### src/rtl/ram_addr_pkg.sv
// Shared constants and helpers for the lab RAM address controllers.
// Holds the default geometries of the 30-word and 40-word lab RAMs.
package ram_addr_pkg;

  localparam int unsigned RAM30_DEPTH      = 30;
  localparam int unsigned RAM30_ADDR_WIDTH = 6;
  localparam int unsigned RAM40_DEPTH      = 40;
  localparam int unsigned RAM40_ADDR_WIDTH = 6;

  // Count must hold DEPTH itself, which can equal 2^ADDR_WIDTH.
  function automatic int unsigned count_width(input int unsigned addr_width);
    return addr_width + 1;
  endfunction

endpackage

### src/rtl/wrap_counter.sv
// Pointer register that increments on demand and wraps from DEPTH-1 back to 0.
// Used for both the read and the write pointer of ram_address_controller.
module wrap_counter #(
  parameter int unsigned DEPTH      = 30,
  parameter int unsigned ADDR_WIDTH = 6
) (
  input  logic                  Clock,
  input  logic                  Reset,
  input  logic                  inc,
  output logic [ADDR_WIDTH-1:0] value
);

  localparam logic [ADDR_WIDTH-1:0] LAST = ADDR_WIDTH'(DEPTH - 1);

  // NOTE: state registers use non-blocking assignments so every flop samples pre-edge values.
  always_ff @(posedge Clock) begin
    if (Reset) begin
      value <= '0;
    end else if (inc) begin
      value <= (value == LAST) ? '0 : value + ADDR_WIDTH'(1);
    end
  end

endmodule

### src/rtl/ram_address_controller.sv
// Circular-buffer address generator: wrapping read/write pointers, occupancy, flags, error pulses.
// Build option: define RAM_ADDR_OVERWRITE_EN to let a write into a full buffer discard the oldest word.
module ram_address_controller
  import ram_addr_pkg::*;
#(
  parameter  int unsigned DEPTH       = RAM30_DEPTH,
  parameter  int unsigned ADDR_WIDTH  = RAM30_ADDR_WIDTH,
  localparam int unsigned COUNT_WIDTH = count_width(ADDR_WIDTH)
) (
  input  logic                   Clock,
  input  logic                   Reset,
  input  logic                   WriteRequest,
  input  logic                   ReadRequest,
  output logic [ADDR_WIDTH-1:0]  WriteAddress,
  output logic [ADDR_WIDTH-1:0]  ReadAddress,
  output logic                   WriteEnable,
  output logic                   ReadValid,
  output logic [COUNT_WIDTH-1:0] Count,
  output logic                   Full,
  output logic                   Empty,
  output logic                   Overflow,
  output logic                   Underflow
);

  logic drop_oldest;
  logic advance_read;

  assign Full  = (Count == COUNT_WIDTH'(DEPTH));
  assign Empty = (Count == '0);

  // NOTE: every output of this block gets a value on every path, so no latch is inferred.
  always_comb begin
    ReadValid = ReadRequest & ~Empty;
`ifdef RAM_ADDR_OVERWRITE_EN
    WriteEnable = WriteRequest;
    drop_oldest = WriteRequest & Full & ~ReadValid;
`else
    WriteEnable = WriteRequest & (~Full | ReadValid);
    drop_oldest = 1'b0;
`endif
    advance_read = ReadValid | drop_oldest;
  end

  wrap_counter #(.DEPTH(DEPTH), .ADDR_WIDTH(ADDR_WIDTH)) u_write_ptr (
    .Clock (Clock),
    .Reset (Reset),
    .inc   (WriteEnable),
    .value (WriteAddress)
  );

  wrap_counter #(.DEPTH(DEPTH), .ADDR_WIDTH(ADDR_WIDTH)) u_read_ptr (
    .Clock (Clock),
    .Reset (Reset),
    .inc   (advance_read),
    .value (ReadAddress)
  );

  // An overwrite is a write plus an implicit read, so occupancy is unchanged.
  always_ff @(posedge Clock) begin
    if (Reset) begin
      Count <= '0;
    end else if (WriteEnable & ~ReadValid & ~drop_oldest) begin
      Count <= Count + COUNT_WIDTH'(1);
    end else if (ReadValid & ~WriteEnable) begin
      Count <= Count - COUNT_WIDTH'(1);
    end
  end

  always_ff @(posedge Clock) begin
    if (Reset) begin
      Overflow  <= 1'b0;
      Underflow <= 1'b0;
    end else begin
      Overflow  <= (WriteRequest & ~WriteEnable) | drop_oldest;
      Underflow <= ReadRequest & Empty;
    end
  end

endmodule
### config.mk
export PLATFORM = sky130hd
export DESIGN_NAME = ram_address_controller
export DESIGN_NICKNAME = d
export VERILOG_FILES = /design/src/rtl/ram_addr_pkg.sv /design/src/rtl/wrap_counter.sv /design/src/rtl/ram_address_controller.sv
export SDC_FILE = /design/constraint.sdc
export NUM_CORES = 1
export LEC_CHECK = 0
export BUFFER_PORTS_ARGS = -buffer_cell sky130_fd_sc_hd__buf_2
export CORE_AREA = 2 2 65 91
export CTS_BUF_LIST = sky130_fd_sc_hd__clkbuf_16
export DETAILED_ROUTE_END_ITERATION = 8
export DIE_AREA = 0 0 67 93
export GPL_ROUTABILITY_DRIVEN = 1
export PLACE_DENSITY = 0.48
export SLEW_MARGIN = 15
export SYNTH_ARGS = -nofsm -noshare
export SYNTH_HDL_FRONTEND = slang
export SYNTH_SLANG_ARGS = --single-unit
export TNS_END_PERCENT = 100
### constraint.sdc
create_clock -name Clock -period 2.75 [get_ports Clock]
set_input_delay 0.4125 -clock Clock [delete_from_list [all_inputs] [get_ports Clock]]
set_output_delay 0.4125 -clock Clock [all_outputs]
set_load 0.05 [all_outputs]
### Word level (Yosys, flattened, before mapping)

Index checks and enable logic that the tools add are counted.
Widths: inputs -> output; s select.

* equality and inequality tests: 3
* bitwise operators: 11
* reductions and logical operators: 2
* muxes and demuxes: 4
* add/subtract/negate cells: 4

Operators with widths (count)
* $mux 7: 2
* $add 6x1->6 const B: 2
* $eq 6x5->1 const B: 2
* $mux 6: 2
* $add 7x1->7 const B: 1
* $eq 7x5->1 const B: 1
* $logic_not 7->1: 1
* $sub 7x1->7 const B: 1
* $and 1x1->1: 6
* $not 1->1: 4
* $reduce_bool 2->1: 1
* $or 1x1->1: 1

* input port bits: 4
* word-level logic and storage cells: 29
* register bits after elaboration: 21
* output and inout bits: 25

### Depth between registers and ports, before layout

Gate-level depths: netlist (run 1).

* word-level depth: 9
* mapped depth: 10
* mapped depth without buffers: 10

### Cells and area by module

From an unflattened synthesis (run 1), not the netlist that was laid out.

* cell total of the unflattened synthesis: 133
* area total of the unflattened synthesis: 1213.7 um^2

By module, submodules not included
* ram_address_controller: sequential area each 180.2 um^2, cells each 75, area each 645.6 um^2, times used 1
* wrap_counter: sequential area each 120.1 um^2, cells each 29, area each 284.0 um^2, times used 2

### Worst setup path after synthesis (run 1)

OpenSTA, ideal clock, no wires.

* path kind: reg-to-reg
* start: register Count[1]
* end: register Count[6]
* stages on the path, launching flop included: 11
* arrival time: 3083 ps
* setup slack: -454 ps
* required time: 2629 ps
* path buffers: 0
* library setup time: 121 ps
* clock period less this slack: 3204 ps
* cells stage by stage: dfxtp_1 -> nand4_1 -> o31ai_4 -> inv_4 -> ha_1 -> inv_1 -> ha_1 -> a211oi_1 -> o21ai_0 -> nand4_1 -> mux2_2

* cells in the longest elaborated chain, start to end: 8
* elaborated cells on any way between the ends: 16
* those cells by class: add/sub (2); eq/ne (1); mux (2); bitwise (9); reduce/logical (2)

RTL lines
* from (decl): line ram_address_controller.sv:18 `output logic [COUNT_WIDTH-1:0] Count,`
* from (signal assigned): line ram_address_controller.sv:63 `Count <= Count + COUNT_WIDTH'(1);`
* from (signal assigned): line ram_address_controller.sv:65 `Count <= Count - COUNT_WIDTH'(1);`
* $logic_not 7->1: line ram_address_controller.sv:29 `assign Empty = (Count == '0);`
* $not 1->1: line ram_address_controller.sv:33 `ReadValid = ReadRequest & ~Empty;`
* $and 1x1->1: line ram_address_controller.sv:33
* $or 1x1->1 *: line ram_address_controller.sv:38 `WriteEnable = WriteRequest & (~Full | ReadValid);`
* $and 1x1->1 *: line ram_address_controller.sv:38
* named net WriteEnable: line ram_address_controller.sv:16 `output logic WriteEnable,`
* $not 1->1: line ram_address_controller.sv:64 `end else if (ReadValid & ~WriteEnable) begin`
* $and 1x1->1: line ram_address_controller.sv:64
* $reduce_bool 2->1 (no source line)

The timed path passes the listed nets; every way through them passes the cells marked *. The select of a mux whose other input is x is not followed.
A chain may end at the register's enable or synchronous reset.

### Worst setup path after layout (run 1)

* start: register Count[2]
* end: register Count[6]

* cells in the longest elaborated chain, start to end: 8
* elaborated cells on any way between the ends: 16
* those cells by class: add/sub (2); eq/ne (1); mux (2); bitwise (9); reduce/logical (2)

RTL lines (line)
* $logic_not 7->1: ram_address_controller.sv:29
* $not 1->1: ram_address_controller.sv:33
* $and 1x1->1: ram_address_controller.sv:33
* $or 1x1->1: ram_address_controller.sv:38
* $and 1x1->1: ram_address_controller.sv:38
* $not 1->1: ram_address_controller.sv:64
* $and 1x1->1: ram_address_controller.sv:64
* $reduce_bool 2->1 (no source line)

Parallel ways exist; a longest one is shown, timed or not. The select of a mux whose other input is x is not followed.

==> results.toml, run 1 <==
[status]
status = "complete, no violations"

[grt]
gr-total-overflow = 0
grt_max_degree = 23
grt_pass1_vias = 1144
grt_usage_pct = 11.3
antenna_found_initial = 0
grt_pass1_wl_um = 5490

[setup_path]
rr_startpoint = "Count[2]"
startpoint_type = "register"
crit_type = "reg -> reg"
crit_end = "Count[6]"
crit_path_max_fanout = 6
cp-startpoint = "Count[2]"
critPathArrivalTime_ps = 2790
cp-end-kind = "register"
worst_r2r_endpoint = "Count[6]"
worstPathRequired_ps = 2890
reg2reg_depth = 9
r2r_slack_ps = 100

[power]
power.leakage_nw = 0.720
power.share.clock_pct = 18.4
power_w = 0.00174
p_switching_w = 0.000798
seq_power_share_pct = 25.1
p_int_w = 0.000938
combPwrFrac_pct = 56.5
ir_drop_v = 0.000646
p_per_area_nw_per_um2 = 1010
switching_share_pct = 46.0

[timing]
whs_ps = 466
worst_pin_slew_ps = 515
rsz0062_at_grt = "false"
finClkSkew_ps = 4.84
fmaxAchievable_ghz = 0.377
period_share_pct = 96.4
fin_crit_ps = 2650
drv_slew = 0
setup_viol = 0
slew_headroom_pct = 65.6
worst_slack_ps = 99.0
hold_viol_final = 0

[finish]
final_util_pct = 31.6
area_growth_pct = 30.5
multi_input_area_um2 = 887
nFillCells = 603
fin_nets = 196
antenna_cells = 0
drive_above_1_share_pct = 37.2
seq_area_um2 = 434

[clock_tree]
cts_hold_buffers = 0
clock_tree.root_cell = "clkbuf_16"
cts_made_buffers = 3
path_clk_slew_ps = 60
clk_path_buf_depth = 2
cts_tree = "done"
cts_num_sinks = 21
worst_skew_pair.late_latency_ps = 260
ctsHtreeMaxLevel = 1

[logic_synthesis]
yosysWarnings = 0
syn_area_um2 = 1320
synth.most_common_cell = "dfxtp_1"
synthFlopType = "dfxtp_1"
ys_top_cells_by_count = "dfxtp_1 (21), ha_1 (10), nand2_1 (10), nor2_1 (10), a21oi_1 (9)"
synth.area.top_cells = "dfxtp_1 (32%), ha_1 (9.5%), a21oi_1 (3.4%)"
syn_nets = 159
syn_avg_cell_area_um2 = 9.16
synth_edf_count = 0
yosys.area.top_type_share_pct = 31.9
post_synth_num_cell_types = 51
synth_top_area_cell = "dfxtp_1"
synth_seq_area_share_pct = 31.9
async_flop_share_pct = 0
ys_seq_elements = 21
synth_cells = 144

[routing]
wire_per_inst_um = 13.2
drt.antenna.violating_nets = 0
firstDrtPassIters = 4
vias = 1232
wirelength_um = 3280
vias_per_cell = 4.97
drcViolationCount = 0
drtIter0Drc = 57

[die]
die_w_um = 67
die_h_um = 93
fp.dieArea_um2 = 6230
coreArea_um2 = 5450
io_pins = 29
rows = 32
start_util_pct = 24.2

[placement]
io_buffers = 28
globalplace.congestion = 0.802
post-dp-hpwl_um = 2410
place_worst_setup_slack_ps = 52.1

[flow_run]
drv_cap = 0

[hold_path]
hp-class = "in -> reg"
-- per-stage QoR --
step,setup TNS (ps),area [um^2],instances
floorplan,-57.1,1360,144
CTS,0,1700,247
finish,0,1720,248
global placement,0,1620,243
global route,0,1720,248
detailed placement,0,1620,243
-- registers in the layout, indices dropped and copies added (netlist names) --
signal	count
Count	7
Overflow	1
u_write_ptr.value	6
Underflow	1
u_read_ptr.value	6
-- cell type report --
class	instances	share of cell area (%)
Clock inverter	1	0.436
Multi-Input combinational cell	112	51.6
Sequential cell	21	25.2
Clock buffer	3	4.36
Inverter	7	1.82
Tap cell	68	4.95
Timing Repair Buffer	36	11.6
-- cell usage in the layout (no fill, tap or decap), types with 3 or more instances in the layout --
cell type	Yosys	final
nand3_1	5	5
dfxtp_2	0	5
a311oi_2	3	3
nor3_1	3	3
dfxtp_1	21	14
inv_1	5	4
buf_2	0	28
ha_1	10	7
or3_1	6	6
nand3b_1	3	3
nand2_1	10	10
nor2_1	10	10
clkbuf_16	0	3
a21oi_1	9	9
a31oi_1	3	3
buf_4	0	8
-- what timing repair did --
| action | CTS | global route |
|---|---|---|
| resized for setup | 0 | 3 |
| setup endpoints to repair | 0 | 2 |
| buffers inserted | 0 | 1 |
-- power by group through the flow --
stage	Sequential (W)	Combinational, W	Clock (W)
floorplan	0.000616	0.000548	0
global placement	0.000443	0.000964	0
detailed placement	0.000443	0.000950	0
CTS	0.000436	0.000954	0.000333
global route	0.000447	0.00106	0.000342
finish	0.000435	0.000981	0.000319
-- cell families after synthesis --
group | synth area share (%)
muxes | 1.61
buffers and inverters | 4.08
adders and majority gates | 11.0
xor gates and xnor gates | 1.99
AOI/OAI and AO/OA | 25.4
and+or+nand+nor | 24.0
DFF | 31.9
-- how the worst min path moves through the flow --
stage                              start                    to  slack, ps  cells past startpoint
floorplan                    ReadRequest             Underflow        560                      1
global placement    u_write_ptr.value[4]  u_write_ptr.value[4]        480                      2
detailed placement  u_write_ptr.value[4]  u_write_ptr.value[4]        480                      2
CTS                          ReadRequest             Underflow        450                      2
global route                 ReadRequest             Underflow        470                      2
finish                       ReadRequest             Underflow        470                      2
-- layer usage --
| metal | vias to the layer above | GRT usage [%] | part of all wire (%) |
|---|---|---|---|
| met5 | - | 0 | 0 |
| met4 | 0 | 3.57 | 0.82 |
| met3 | 2 | 2.17 | 4.6 |
| met2 | 25 | 18.2 | 48 |
| met1 | 579 | 14.8 | 47 |
| li1 | 626 | - | - |
-- worst max-delay path: stages (launching register included) --
cell and delay (ps):
dfxtp_4 370, or4_1 540, o21ai_2 230, ha_4 170, inv_2 70, fa_2 370, a211oi_4 250, o21ai_0 110
nand4_1 100, mux2_2 330
Note: power is estimated with default switching activity, not from simulation.
==> inputs of run 2 (changes only) <==
--- a/config.mk
+++ b/config.mk
@@ -6,10 +6,10 @@
 export NUM_CORES = 1
 export LEC_CHECK = 0
 export BUFFER_PORTS_ARGS = -buffer_cell sky130_fd_sc_hd__buf_2
-export CORE_AREA = 2 2 65 91
+export CORE_AREA = 2 2 87 68
 export CTS_BUF_LIST = sky130_fd_sc_hd__clkbuf_16
 export DETAILED_ROUTE_END_ITERATION = 8
-export DIE_AREA = 0 0 67 93
+export DIE_AREA = 0 0 89 70
 export GPL_ROUTABILITY_DRIVEN = 1
 export PLACE_DENSITY = 0.48
 export SLEW_MARGIN = 15
==> run 2 against run 1 <==
Non-clock buffer count unchanged. Via count fell by 1.9%. Global-route usage decreased by 0.65 points. First-iteration DRC count shrank 21%. Sequential share of layout area shrank 0.055 points. Hold slack lost 28 ps. Critical path type unchanged. Largest cell class unchanged.
==> results.toml, run 2 (synthesis results as in run 1) <==
[die]
coreArea_um2 = 5530
io_pins = 29
start_util_pct = 23.9
fp.dieArea_um2 = 6230
rows = 24
die_w_um = 89
die_h_um = 70

[routing]
wire_per_inst_um = 12.5
firstDrtPassIters = 4
drt.antenna.violating_nets = 0
wirelength_um = 3230
vias = 1209
drcViolationCount = 0
drtIter0Drc = 45
vias_per_cell = 4.69

[setup_path]
crit_path_max_fanout = 6
worstPathRequired_ps = 2890
critPathArrivalTime_ps = 2760
startpoint_type = "register"
crit_type = "reg -> reg"
cp-end-kind = "register"

[finish]
final_util_pct = 31.2
layout_commonest_cell = "buf_2"
largest_register = "Count"
largest_reg_flops = 7
final_cell_mix = "buf_2 (28), dfxtp_1 (14), nor2_1 (10), nand2_1 (10), a21oi_1 (9)"
area_growth_pct = 30.7
drive_above_1_share_pct = 37.2
reg.largest.list = "Count: 7 flops, u_read_ptr.value: 6 flops, u_write_ptr.value: 6 flops"
fin_nets = 196
antenna_cells = 0

[timing]
drv_slew = 0
finClkSkew_ps = 4.02
finalSetupTns_ps = 0
hold_viol_final = 0
period_share_pct = 95.2
fmaxAchievable_ghz = 0.382
setup_viol = 0
fin_crit_ps = 2620
worst_slack_ps = 131
worst_pin_slew_ps = 566
slew_headroom_pct = 62.2
rsz0062_at_grt = "false"

[clock_tree]
clk_path_buf_depth = 2
clock_tree.root_cell = "clkbuf_16"
ctsHtreeMaxLevel = 1
worst_skew_pair.late_latency_ps = 250
cts_tree = "done"
cts_made_buffers = 3
cts_num_sinks = 21
path_clk_slew_ps = 60
postCtsSetupBuffers = 0

[grt]
antenna_found_initial = 0
gr-total-overflow = 0
grt_max_degree = 23
grt_usage_pct = 10.6
grt_pass1_wl_um = 5270
grt_pass1_vias = 1075

[power]
power.share.clock_pct = 18.5
combPwrFrac_pct = 56.7
power.leakage_nw = 0.724
p_int_w = 0.000930
seq_power_share_pct = 24.8
power_w = 0.00171
switching_share_pct = 45.5
p_switching_w = 0.000776
p_per_area_nw_per_um2 = 990
ir_drop_v = 0.000450

[placement]
globalplace.congestion = 0.814
post-dp-hpwl_um = 2410
io_buffers = 28
place_worst_setup_slack_ps = 11.1

[hold_path]
hp-class = "in -> reg"

[flow_run]
drv_cap = 0

[status]
status = "complete, no violations"
[run 2: cell types whose count changed in the layout (fill, tap and decap cells not counted), sizes merged]
cell / before / now
clkinvlp: 1 / 0
clkinv: 0 / 1
[run 2: layout make-up]
cell class	count	area (um^2)
clock buffer	3	75.1
clock inverter	1	5.00
fill	601	3800
inverter	7	31.3
multi-input combinational	112	881
sequential	21	434
tap	78	97.6
timing repair buffer	36	200
[run 2: path summary, 6_finish.rpt]
kind / start / endpoint / slack [ps] / depth (start not counted)
worst max-delay path: Count[1] / Count[6] / 130 / 9
worst min-delay path: ReadRequest / Underflow / 440 / 2
worst max register to register: Count[1] / Count[6] / 130 / 9
worst min register to register: u_write_ptr.value[4] / u_write_ptr.value[4] / 480 / 2
[run 2: power groups by stage]
stage	combinational, W	sequential [W]	clock [W]
floorplan	0.000548	0.000616	0
global placement	0.000972	0.000431	0
detailed placement	0.000954	0.000429	0
finish	0.000968	0.000423	0.000315
CTS	0.000958	0.000423	0.000327
global route	0.00105	0.000433	0.000344
[run 2: repair_timing]
action / 4_1_cts / 5_1_grt
hold buffers: 0 / 0
resized for setup: 0 / 3
endpoints found under the setup margin: 0 / 1
hold endpoints to repair: 0 / 0
[run 2: critical path, stage by stage, from the launching register on]
cell	delay [ps]
dfxtp_4	340
or4_4	530
o21ai_2	200
ha_4	180
inv_2	80
fa_2	380
a211oi_2	270
nand4b_1	150
nand4_1	90
mux2_2	270
[run 2: metal layers]
metal / global-route usage [%] / part of all wire, %
met5: 0 / 0
met4: 1.99 / 0.50
met3: 2.84 / 3.5
met2: 15.6 / 43
met1: 15.6 / 53
[run 2: per-stage QoR]
step	std cells	area [um^2]	hold slack [ps]
final	258	1720	438
after global routing	258	1720	453
after CTS	258	1720	439
after detailed placement	254	1640	476
after global placement	254	1640	484
after floorplan	144	1360	558
==> inputs of run 3 (changes only) <==
--- a/config.mk
+++ b/config.mk
@@ -11,7 +11,9 @@
 export DETAILED_ROUTE_END_ITERATION = 8
 export DIE_AREA = 0 0 89 70
 export GPL_ROUTABILITY_DRIVEN = 1
+export HOLD_SLACK_MARGIN = 0.15
 export PLACE_DENSITY = 0.48
+export SETUP_SLACK_MARGIN = 0.2
 export SLEW_MARGIN = 15
 export SYNTH_ARGS = -nofsm -noshare
 export SYNTH_HDL_FRONTEND = slang
==> run 3 against run 2 <==
Clock skew decreased by 1.7 ps. Sequential share of layout area is 0.45 points lower. Sequential cell count is the same. Power up 2.8%. Via count increased by 1.5%. Combinational power hardly changed. Non-clock buffer count stayed put. Utilization increased by 0.75 points. First-iteration DRC count fell by 16%. Worst setup slack gained 47 ps. Critical endpoint unchanged. Largest power group unchanged.
==> results.toml, run 3 (synthesis results as in run 1) <==
[status]
status = "complete, no violations"

[grt]
grt_max_degree = 23
grt_pass1_vias = 1096
antenna_found_initial = 0
grt_usage_pct = 11.2
gr-total-overflow = 0
grt_pass1_wl_um = 5510

[clock_tree]
path_clk_slew_ps = 60
clock_tree.root_cell = "clkbuf_16"
cts_num_sinks = 21
cts_hold_buffers = 0
ctsHtreeMaxLevel = 1
cts_made_buffers = 3
clk_path_buf_depth = 2
cts_tree = "done"
worst_skew_pair.late_latency_ps = 250

[timing]
rsz0062_at_grt = "true"
finalSetupTns_ps = 0
worst_pin_slew_ps = 564
whs_ps = 466
hold_viol_final = 0
finClkSkew_ps = 2.36
fmaxAchievable_ghz = 0.389
fin_crit_ps = 2570
worst_slack_ps = 178
slew_headroom_pct = 62.3
drv_slew = 0
period_share_pct = 93.5
setup_viol = 0

[finish]
drive_above_1_share_pct = 38.9
largest_reg_flops = 7
fin_cells = 258
antenna_cells = 0
nFillCells = 603
largest_register = "Count"
final_cell_mix = "buf_2 (28), dfxtp_1 (14), nor2_1 (10), nand2_1 (10), a21oi_1 (9)"
fin_nets = 196
area_growth_pct = 33.9
reg.largest.list = "Count: 7 flops, u_read_ptr.value: 6 flops, u_write_ptr.value: 6 flops"
layout_commonest_cell = "buf_2"

[setup_path]
rr_startpoint = "Count[1]"
crit_path_max_fanout = 6
cp-startpoint = "Count[1]"
startpoint_type = "register"
path_cells = "or4_4 > o21ai_4 > ha_4 > inv_6 > fa_2 > a211oi_4 > o21ai_0 > nand4_1 > mux2_2"
crit_end = "Count[6]"
cp-end-kind = "register"
r2r_slack_ps = 180
critPathSlowestCell = "or4_4"
worstPathRequired_ps = 2890
reg2reg_depth = 9
critPathMaxStageDelay_ps = 550
crit_type = "reg -> reg"
worst_r2r_endpoint = "Count[6]"
critPathArrivalTime_ps = 2710

[die]
rows = 24
die_h_um = 70
start_util_pct = 23.9
io_pins = 29
die_w_um = 89
fp.dieArea_um2 = 6230
coreArea_um2 = 5530

[routing]
drt.antenna.violating_nets = 0
wire_per_inst_um = 13.3
vias_per_cell = 4.76
wirelength_um = 3430
drcViolationCount = 0
vias = 1227
firstDrtPassIters = 4
drtIter0Drc = 38

[placement]
dp.cells = 252
post-dp-hpwl_um = 2490
place_worst_setup_slack_ps = 116
io_buffers = 28
globalplace.congestion = 0.770

[power]
power.share.clock_pct = 17.9
power.leakage_nw = 0.728
seq_power_share_pct = 25.0
combPwrFrac_pct = 57.1
p_switching_w = 0.000803
ir_drop_v = 0.000586
p_int_w = 0.000951
p_per_area_nw_per_um2 = 993
switching_share_pct = 45.8

[flow_run]
drv_cap = 0

[hold_path]
hp-class = "in -> reg"
run 3: worst min-delay path by stage:
stage                                end  cells after the start            startpoint
finish                         Underflow                      2           ReadRequest
detailed placement  u_write_ptr.value[4]                      2  u_write_ptr.value[4]
floorplan                      Underflow                      1           ReadRequest
CTS                            Underflow                      2           ReadRequest
global placement    u_write_ptr.value[4]                      2  u_write_ptr.value[4]
global route                   Underflow                      2           ReadRequest
run 3: metal layers:
metal | GRT usage, % | wire length, um | vias to the layer above
li1 | - | - | 623
met1 | 16.8 | 1730 | 566
met2 | 15.9 | 1470 | 34
met3 | 2.48 | 182 | 4
met4 | 2.99 | 51 | 0
met5 | 0 | 0 | -
run 3: stage by stage:
step           util (%)  power, W  cell area [um^2]
3_5_place_dp       29.8   0.00139              1650
3_3_place_gp       29.8   0.00141              1650
2_1_floorplan         -   0.00119              1390
6_report           32.0   0.00175              1770
5_1_grt            32.0   0.00188              1770
4_1_cts            31.7   0.00177              1750
run 3: critical path, delay by kind of cell (launching register included):
| family | cells | cell delay (ps) |
|---|---|---|
| adder cells (fa/ha/maj) | 2 | 550 |
| AND/OR/NAND/NOR | 2 | 640 |
| multiplexers | 1 | 330 |
| AO/OA/AOI/OAI | 3 | 550 |
| flip-flops | 1 | 340 |
| buffers and inverters | 1 | 50 |
run 3: area by class of cell:
cell class	count	area (um^2)	area share (%)
well taps	78	97.6	5.53
clock inverters	1	5.00	0.283
flip-flops and latches	21	437	24.7
inverters	7	36.3	2.06
clock buffers	3	75.1	4.25
multi-input cells	112	915	51.8
repair buffers	36	200	11.3
run 3: repair_timing:
item | in CTS | in global routing
pin swaps | 4 | 0
endpoints found under the setup margin | 1 | 3
setup buffers | 1 | 1
gates cloned | 0 | 0
gates resized for setup | 4 | 1
run 3: power by group through the flow:
stage                     logic [W]  registers [W]  clock network, W
after global placement     0.000963       0.000443                 0
after detailed placement   0.000950       0.000444                 0
final                       0.00100       0.000438          0.000314
after CTS                  0.000997       0.000438          0.000330
after global routing        0.00109       0.000447          0.000338
after floorplan            0.000566       0.000621                 0
